==> src/rtl/muldiv_unit.sv <==
// muldiv_unit: iterative RV32M multiply/divide unit placed after the
// instruction control unit. It takes an ALUCtrl code and two operands, holds
// the pipeline through stall while it iterates, and then returns a registered
// result with a one-cycle done pulse.
//
// Optional build macro: MULDIV_FAST_MUL_EN
//   defined   - the four multiplies finish in one cycle using a 2*BITS wide
//               combinational product. Divides still iterate.
//   undefined - every operation iterates BITS shift-add or shift-subtract
//               steps, so no wide multiplier is built.
//
// Handshake: the request is qualified by start in the cycle the operands are
// presented. It is accepted when the unit is not BUSY, flush is low and
// alu_ctrl is an M code. stall is high while BUSY and in any accepting cycle.
// done is high for exactly one cycle (DONE). result holds between pulses.

package muldiv_pkg;
    localparam logic [4:0] ALUCTRL_ADD    = 5'h00;
    localparam logic [4:0] ALUCTRL_SUB    = 5'h01;
    localparam logic [4:0] ALUCTRL_AND    = 5'h02;
    localparam logic [4:0] ALUCTRL_OR     = 5'h03;
    localparam logic [4:0] ALUCTRL_XOR    = 5'h04;
    localparam logic [4:0] ALUCTRL_SLL    = 5'h05;
    localparam logic [4:0] ALUCTRL_SRL    = 5'h06;
    localparam logic [4:0] ALUCTRL_SRA    = 5'h07;
    localparam logic [4:0] ALUCTRL_SLT    = 5'h08;
    localparam logic [4:0] ALUCTRL_SLTU   = 5'h09;
    localparam logic [4:0] ALUCTRL_MUL    = 5'h10;
    localparam logic [4:0] ALUCTRL_MULH   = 5'h11;
    localparam logic [4:0] ALUCTRL_MULHSU = 5'h12;
    localparam logic [4:0] ALUCTRL_MULHU  = 5'h13;
    localparam logic [4:0] ALUCTRL_DIV    = 5'h14;
    localparam logic [4:0] ALUCTRL_DIVU   = 5'h15;
    localparam logic [4:0] ALUCTRL_REM    = 5'h16;
    localparam logic [4:0] ALUCTRL_REMU   = 5'h17;
endpackage

module muldiv_unit
    import muldiv_pkg::*;
#(
    parameter int BITS = 32
) (
    input  logic            clk,
    input  logic            rst_n,
    input  logic            start,
    input  logic [4:0]      alu_ctrl,
    input  logic [BITS-1:0] op_a,
    input  logic [BITS-1:0] op_b,
    input  logic            flush,
    output logic            busy,
    output logic            done,
    output logic [BITS-1:0] result,
    output logic            stall
);

    localparam int CW = $clog2(BITS);

    typedef enum logic [1:0] {
        IDLE = 2'd0,
        BUSY = 2'd1,
        DONE = 2'd2
    } state_e;

    state_e              state_q, state_d;
    logic [CW-1:0]       count_q, count_d;
    logic [4:0]          op_q, op_d;
    logic                neg_q, neg_d;
    logic                early_q, early_d;
    logic                fast_q, fast_d;
    logic [2*BITS-1:0]   prod_q, prod_d;    // {hi, lo}: product or {remainder, quotient}
    logic [BITS-1:0]     mcand_q, mcand_d;  // multiplicand or divisor magnitude
    logic [BITS-1:0]     result_q, result_d;
    logic                busy_q, busy_d;
    logic                done_q, done_d;

    // Request decode: operand magnitudes, sign of the final result and early-out cases
    logic                is_m, is_div, sgn_a, sgn_b, a_neg, b_neg, res_neg;
    logic                div_zero, div_ovf, early, accept;
    logic [BITS-1:0]     mag_a, mag_b, early_res;

    always_comb begin
        is_m     = alu_ctrl inside {ALUCTRL_MUL, ALUCTRL_MULH, ALUCTRL_MULHSU, ALUCTRL_MULHU,
                                    ALUCTRL_DIV, ALUCTRL_DIVU, ALUCTRL_REM, ALUCTRL_REMU};
        is_div   = alu_ctrl inside {ALUCTRL_DIV, ALUCTRL_DIVU, ALUCTRL_REM, ALUCTRL_REMU};
        sgn_a    = alu_ctrl inside {ALUCTRL_MUL, ALUCTRL_MULH, ALUCTRL_MULHSU, ALUCTRL_DIV, ALUCTRL_REM};
        sgn_b    = alu_ctrl inside {ALUCTRL_MUL, ALUCTRL_MULH, ALUCTRL_DIV, ALUCTRL_REM};
        a_neg    = sgn_a & op_a[BITS-1];
        b_neg    = sgn_b & op_b[BITS-1];
        mag_a    = a_neg ? -op_a : op_a;
        mag_b    = b_neg ? -op_b : op_b;
        // A remainder takes the dividend's sign; everything else takes the product of signs
        res_neg  = (alu_ctrl == ALUCTRL_REM) ? a_neg : (a_neg ^ b_neg);
        div_zero = is_div & (op_b == '0);
        div_ovf  = (alu_ctrl inside {ALUCTRL_DIV, ALUCTRL_REM}) &
                   (op_a == {1'b1, {(BITS-1){1'b0}}}) & (&op_b);
        early    = div_zero | div_ovf;
        early_res = '0;
        if (div_zero) begin
            early_res = (alu_ctrl inside {ALUCTRL_DIV, ALUCTRL_DIVU}) ? '1 : op_a;
        end else if (div_ovf) begin
            early_res = (alu_ctrl == ALUCTRL_DIV) ? op_a : '0;
        end
        accept   = start & ~flush & is_m & (state_q != BUSY);
        stall    = (state_q == BUSY) | accept;
    end

    // One iteration step plus the final sign fix-up and result selection
    logic [BITS:0]       mul_sum, div_shift;
    logic [BITS-1:0]     div_diff, div_rem;
    logic                div_take;
    logic [2*BITS-1:0]   step_val, fin_prod, mul_full;
    logic [BITS-1:0]     quo_mag, rem_mag, fin_res;

    always_comb begin
        if (op_q inside {ALUCTRL_DIV, ALUCTRL_DIVU, ALUCTRL_REM, ALUCTRL_REMU}) begin
            // Restoring divide: shift the next dividend bit in, subtract if it fits
            div_shift = {prod_q[2*BITS-1:BITS], prod_q[BITS-1]};
            div_take  = (div_shift >= {1'b0, mcand_q});
            div_diff  = div_shift[BITS-1:0] - mcand_q;
            div_rem   = div_take ? div_diff : div_shift[BITS-1:0];
            step_val  = {div_rem, prod_q[BITS-2:0], div_take};
            mul_sum   = '0;
        end else begin
            // Shift-add multiply: multiplier sits in the low half and is consumed LSB first
            div_shift = '0;
            div_take  = 1'b0;
            div_diff  = '0;
            div_rem   = '0;
            mul_sum   = {1'b0, prod_q[2*BITS-1:BITS]} + (prod_q[0] ? {1'b0, mcand_q} : '0);
            step_val  = {mul_sum, prod_q[BITS-1:1]};
        end
`ifdef MULDIV_FAST_MUL_EN
        fin_prod = fast_q ? ({{BITS{1'b0}}, mcand_q} * {{BITS{1'b0}}, prod_q[BITS-1:0]}) : step_val;
`else
        fin_prod = step_val;
`endif
        mul_full = neg_q ? -fin_prod : fin_prod;
        quo_mag  = fin_prod[BITS-1:0];
        rem_mag  = fin_prod[2*BITS-1:BITS];
        case (op_q)
            ALUCTRL_MUL:                                    fin_res = mul_full[BITS-1:0];
            ALUCTRL_MULH, ALUCTRL_MULHSU, ALUCTRL_MULHU:    fin_res = mul_full[2*BITS-1:BITS];
            ALUCTRL_DIV, ALUCTRL_DIVU:                      fin_res = neg_q ? -quo_mag : quo_mag;
            ALUCTRL_REM, ALUCTRL_REMU:                      fin_res = neg_q ? -rem_mag : rem_mag;
            default:                                        fin_res = '0;
        endcase
    end

    // Next-state logic: iterate in BUSY, flush aborts, accept loads a new operation
    always_comb begin
        state_d  = state_q;
        count_d  = count_q;
        op_d     = op_q;
        neg_d    = neg_q;
        early_d  = early_q;
        fast_d   = fast_q;
        prod_d   = prod_q;
        mcand_d  = mcand_q;
        result_d = result_q;
        case (state_q)
            IDLE: ;
            BUSY: begin
                if (flush) begin
                    state_d = IDLE;
                end else if (early_q) begin
                    result_d = prod_q[BITS-1:0];
                    state_d  = DONE;
                end else if (fast_q || (count_q == CW'(BITS-1))) begin
                    result_d = fin_res;
                    state_d  = DONE;
                end else begin
                    prod_d  = step_val;
                    count_d = count_q + CW'(1);
                end
            end
            DONE:    state_d = IDLE;
            default: state_d = IDLE;
        endcase
        if (accept) begin
            state_d = BUSY;
            count_d = '0;
            op_d    = alu_ctrl;
            neg_d   = res_neg;
            early_d = early;
`ifdef MULDIV_FAST_MUL_EN
            fast_d  = ~is_div;
`else
            fast_d  = 1'b0;
`endif
            mcand_d = is_div ? mag_b : mag_a;
            prod_d  = early  ? {{BITS{1'b0}}, early_res} :
                      is_div ? {{BITS{1'b0}}, mag_a} : {{BITS{1'b0}}, mag_b};
        end
        busy_d = (state_d == BUSY);
        done_d = (state_d == DONE);
    end

    // State and datapath registers with asynchronous clear
    always_ff @(posedge clk or negedge rst_n) begin
        if (!rst_n) begin
            state_q  <= IDLE;
            count_q  <= '0;
            op_q     <= '0;
            neg_q    <= 1'b0;
            early_q  <= 1'b0;
            fast_q   <= 1'b0;
            prod_q   <= '0;
            mcand_q  <= '0;
            result_q <= '0;
            busy_q   <= 1'b0;
            done_q   <= 1'b0;
        end else begin
            state_q  <= state_d;
            count_q  <= count_d;
            op_q     <= op_d;
            neg_q    <= neg_d;
            early_q  <= early_d;
            fast_q   <= fast_d;
            prod_q   <= prod_d;
            mcand_q  <= mcand_d;
            result_q <= result_d;
            busy_q   <= busy_d;
            done_q   <= done_d;
        end
    end

    assign busy   = busy_q;
    assign done   = done_q;
    assign result = result_q;

endmodule

==> config.mk <==
export PLATFORM = sky130hd
export DESIGN_NAME = muldiv_unit
export DESIGN_NICKNAME = d
export VERILOG_FILES = /design/src/rtl/muldiv_unit.sv
export SDC_FILE = /design/constraint.sdc
export NUM_CORES = 1
export LEC_CHECK = 0
export ABC_AREA = 1
export BUFFER_PORTS_ARGS = -buffer_cell sky130_fd_sc_hd__clkbuf_2
export CORE_MARGIN = 1.5
export CORE_UTILIZATION = 35
export CTS_BUF_LIST = sky130_fd_sc_hd__clkbuf_8 sky130_fd_sc_hd__clkbuf_16
export CTS_CLUSTER_SIZE = 12
export DETAILED_ROUTE_END_ITERATION = 6
export MAX_ROUTING_LAYER = met4
export PLACE_DENSITY = 0.56
export SLEW_MARGIN = 20
export SYNTH_ARGS = -nofsm -noshare
export SYNTH_HDL_FRONTEND = slang
export SYNTH_SLANG_ARGS = --single-unit
==> constraint.sdc <==
create_clock -name clk -period 3.33 [get_ports clk]
set_input_delay 0.333 -clock clk [delete_from_list [all_inputs] [get_ports clk]]
set_output_delay 0.333 -clock clk [all_outputs]
set_load 0.02 [all_outputs]
======== After elaboration in Yosys (flattened, before gate mapping) ========
Cells that the tools add are included.
Widths: inputs -> output; s select.
operators by class
  bitwise logic cells ..................... 12
  reduce and logical (&&, ||, !) cells .... 17
  mux-type cells .......................... 34
  eq/ne operators ......................... 25
  add/sub/neg operators ................... 8
  order comparisons ....................... 1
operator list
  cell                  count
  $mux 32               15
  $mux 64               7
  $neg 32->32           4
  $pmux 32 s4           1
  $eq 5x5->1 const B    17
  $neg 64->64           1
  $add 32x32->33        1
  $ge 33x32->1          1
  $eq 32x32->1 const B  1
  $logic_not 32->1      1
  $reduce_and 32->1     1
  $sub 32x32->32        1
  $mux 5                5
  $reduce_bool 4->1     3
  $and 1x1->1           8
  $mux 2                4
  $reduce_bool 2->1     4
  $reduce_bool 8->1     1
  $ne 2x1->1 const B    3
  $add 5x1->5 const B   1
  $reduce_bool 5->1     1
  $eq 2x1->1 const B    2
  $pmux 2 s2            1
  $reduce_and 4->1      1
  other kinds (10)      12
storage, ports and cells
  output and inout port bits .............. 35
  register bits after elaboration ......... 144
  word-level logic and storage cells ...... 107

======== Logic depth before layout (Yosys ltp) ========
  word-level depth ........................ 8
  mapped depth ............................ 34
  mapped depth without buffers ............ 33

======== Worst setup path after synthesis ========
OpenSTA, ideal clock, no wires.
  path type ............................... register -> register
  start point ............................. register prod_q[43]
  end point ............................... register result_q[28] (netlist: result[28])
  required time ........................... 3.208 ns
  clock period less this slack ............ 3.570 ns
  arrival time ............................ 3.448 ns
  stages on the path, launching flop included .. 34
  buffers on the path ..................... 1
  slack ................................... -0.240 ns
  setup time .............................. 0.122 ns
  path through ............................ dfrtp_1 ha_1 nand2_1 inv_1 nand2_1 inv_2 nand2_1 nor2_2 nand2_1 nand2_2 nor2_4 buf_6 nand3_4 o21ai_2 ha_1 nand2_1 nor2_2 nand2_1 nor2_2 nand2_2 nor2_4 nand3_2 nand2_2 o21ai_1 inv_1 nor2_1 inv_2 nand2_1 a21oi_1 nand2_1 nand3_1 nand2_1 nand2_1 a21oi_1
between the ends
  cells in the longest elaborated chain, start to end .. 8
ends and longest elaborated chain
  item                                                   line      RTL
  start, declared                                        70        logic [2*BITS-1:0] prod_q, prod_d;
  start signal, assigned                                 219       prod_q <= prod_d;
  $sub 32x32->32 / $ge 33x32->1 (equally long branches)  119, 118
  $mux 32                                                120       div_rem = div_take ? div_diff : div_shift[BITS-1:0];
  $mux 64 *                                              115       if (op_q inside {ALUCTRL_DIV, ALUCTRL_DIVU, ALUCTRL_REM, ALUCTRL_REMU}) begin
  $neg 64->64 / $neg 32->32 (equally long branches)      137, 144
  $mux 64 / $mux 32 (equally long branches)              137, 144
  $pmux 32 s4 *                                          140       case (op_q)
  $mux 32 *                                              168       end else if (fast_q || (count_q == CW'(BITS-1))) begin
  $mux 32 *                                              165       end else if (early_q) begin
  end signal, assigned                                   221       result_q <= result_d;
  end, declared                                          72        logic [BITS-1:0] result_q, result_d;
Every way passes the cells marked *; elsewhere a longest branch is shown, timed or not. The select of a mux whose other input is x is not followed.
A chain may end at the register's enable or synchronous reset.

======== Worst setup path in the final report ========
  start point ............................. register prod_q[34]
  end point ............................... register result_q[26] (netlist: result[26])
The elaborated chain is that of the path after synthesis.

==> impl_metrics.json <==
{
  "synth_seq_cells": 144,
  "avgRoutedWirePerCell_um": 19.3,
  "dieArea_mm2": 0.0537,
  "place_congestion": 1.01,
  "hold_viol_final": 0,
  "start_util": 0.355,
  "cts_max_path_buffers": 2,
  "clock_latency_ns": 0.52,
  "htreeDepth": 4,
  "final_cell_mix": "822 x nand2_1, 616 x buf_4, 411 x inv_1",
  "coreArea_mm2": 0.0515,
  "num_antenna_cells": 0,
  "clock_sinks": 144,
  "vdd_ir_drop_max_mv": 0.629,
  "slowest_stage": "dfrtp_1",
  "period_needed_ns": 3.58,
  "hold_class": "input port to register",
  "final_util": 0.519,
  "worstSetupStartpoint": "prod_q[34]$_DFFE_PN0P_",
  "leakage_uw": 0.0136,
  "min_from": "alu_ctrl[2]",
  "whs_ns": 0.0798,
  "setup_viol": 32,
  "rsz0062_at_grt": "yes",
  "max_freq_mhz": 279,
  "worst_pin_slew_ns": 0.859,
  "die_w_um": 232,
  "dp_slack_ns": -0.386,
  "num_vias": 23583,
  "synth.distinct_cells": 54,
  "yosysWarningCount": 0,
  "relSlewSlack": 0.427,
  "numPortBuffers": 107,
  "critPathLaunchType": "register",
  "antenna_found_initial": 1,
  "num_rows": 83,
  "synth_nets": 3316,
  "drc": 0,
  "slew_violations": 0,
  "cpPeakStageDelay_ns": 0.43,
  "violations": "setup timing",
  "cp.required_ns": 3.77,
  "hpwl_um": 70700,
  "clock-skew-final_ns": 0.0312,
  "grt_overflow": 0,
  "path_clk_slew_ns": 0.08,
  "setup.worst_path.class": "register to register",
  "cts_root_buf": "clkbuf_16",
  "critPathMaxFanout": 5,
  "netlist_area_mm2": 0.0183,
  "area_delta_synth_final_pct": 45.9,
  "drt_iter0_markers": 2250,
  "grt_pass1_vias": 21881,
  "reg2reg_from": "prod_q[34]$_DFFE_PN0P_",
  "grtUsageTotal": 0.333,
  "via_per_inst": 5.21,
  "crit_path_frequent_cell": "nand2_1",
  "io_pins": 108,
  "cp.arrival_ns": 4.03,
  "end_kind": "register",
  "ant_nets": 0,
  "ys_seq_area_frac": 0.197,
  "grt_pass1_wl_um": 131000,
  "fin_nets": 3982,
  "setup_ws_ns": -0.253,
  "drv_cap": 0,
  "cts_buffers": 17,
  "grt_max_degree": 106,
  "wl_um": 87600,
  "cts_tree": "yes",
  "pwr_density_cell_mw_per_mm2": 935,
  "layout_commonest_cell": "nand2_1",
  "outcome": "finished, violations left",
  "die_h_um": 232,
  "postSynthAreaPerCell_um2": 5.78,
  "period_share": 1.08,
  "drtPass1Iterations": 6,
  "tns_ns": -5.71,
  "synth_cells": 3170,
  "drive_above_1_share": 0.330
}
==> flip-flops by register name, indices dropped and copies added (netlist names) <==
register,cells
count_q,5
state_q,2
prod_q,64
op_q,5
done,1
busy,1
neg_q,1
mcand_q,32
early_q,1
result,32
==> critical path: cells and delay by family (launching register included) <==
family | cells | cell delay, ns
AOI/OAI and AO/OA | 3 | 0.33
adders and majority gates | 2 | 0.48
buffers and inverters | 1 | 0.05
DFF | 1 | 0.43
and+or+nand+nor | 25 | 2.23
==> layer usage <==
layer,wire (um),GRT usage
met5,0,-
met4,3360,0.128
met3,5430,0.0421
met2,40100,0.523
met1,38600,0.435
==> metrics by stage <==
stage	power (uW)	cell area, um2	instances
after floorplan	11900	18700	3170
after global placement	20000	24100	4439
after detailed placement	20000	24100	4439
after CTS	23200	25500	4495
after global routing	26700	26700	4529
final	25000	26700	4529
==> path summary, 6_finish.rpt <==
path	endpoint	cells after the start	slack [ns]
min in group asynchronous	result[27]$_DFFE_PN0P_	2	0.30
hold / removal	op_q[2]$_DFFE_PN0P_	3	0.08
hold reg to reg	count_q[4]$_DFFE_PN0P_	2	0.50
max in group asynchronous	prod_q[20]$_DFFE_PN0P_	3	2.15
setup / recovery	result[26]$_DFFE_PN0P_	31	-0.25
setup reg to reg	result[26]$_DFFE_PN0P_	31	-0.25
==> cell usage after synthesis (all sizes together) <==
cell type	number	share of area
nor3	44	0.013
a21o	4	0.0016
clkbuf	64	0.013
xnor2	25	0.012
or2	8	0.0027
nand4	39	0.013
buf	44	0.017
o21ai	242	0.071
a2111oi	1	0.00048
a21oi	195	0.055
nor2	384	0.088
nor4	10	0.0038
nor3b	1	0.00041
nand2	955	0.20
nor4b	1	0.00048
nand3	259	0.075
xor2	55	0.026
o2111ai	1	0.00048
a31oi	4	0.0014
clkinv	6	0.0012
o21bai	3	0.0012
o211ai	32	0.013
o21a	3	0.0013
o31ai	4	0.0016
fa	2	0.0022
a221oi	1	0.00048
ha	71	0.049
a211oi	8	0.0033
inv	466	0.096
and2	6	0.0021
nand3b	21	0.0086
dfrtp	144	0.20
o22ai	43	0.015
o221ai	24	0.011
==> kinds of logic (layout without fill, tap and decap cells) <==
| family | count (synthesis) | count (layout) | share of synthesized area |
|---|---|---|---|
| and+or+nand+nor | 1728 | 1728 | 0.411 |
| xor gates and xnor gates | 80 | 80 | 0.0383 |
| AOI/OAI and AO/OA | 565 | 565 | 0.177 |
| adders and majority gates | 73 | 73 | 0.0507 |
| buffers and inverters | 580 | 1259 | 0.127 |
| DFF | 144 | 144 | 0.197 |
==> layout make-up <==
type / count / area (um2)
clock buffer: 17 / 425
inverter: 472 / 1770
timing repair buffer: 755 / 5650
sequential: 144 / 3610
clock inverter: 15 / 196
tap: 680 / 851
fill: 5391 / 24800
multi-input combinational: 2446 / 14200
==> where the power goes <==
group	switching [uW]	internal [uW]
clock network	1030	1020
logic	11300	8740
registers	556	2350
total	12900	12100
==> what timing repair did <==
action | 4_1_cts | 5_1_grt
setup endpoints to repair | 31 | 32
gates cloned | 1 | 1
gates resized for setup | 140 | 281
setup buffers | 22 | 34
pin swaps | 48 | 73
hold endpoints to repair | 33 | 0
hold buffers | 1 | 0
Note: power is estimated with default switching activity, not from simulation.
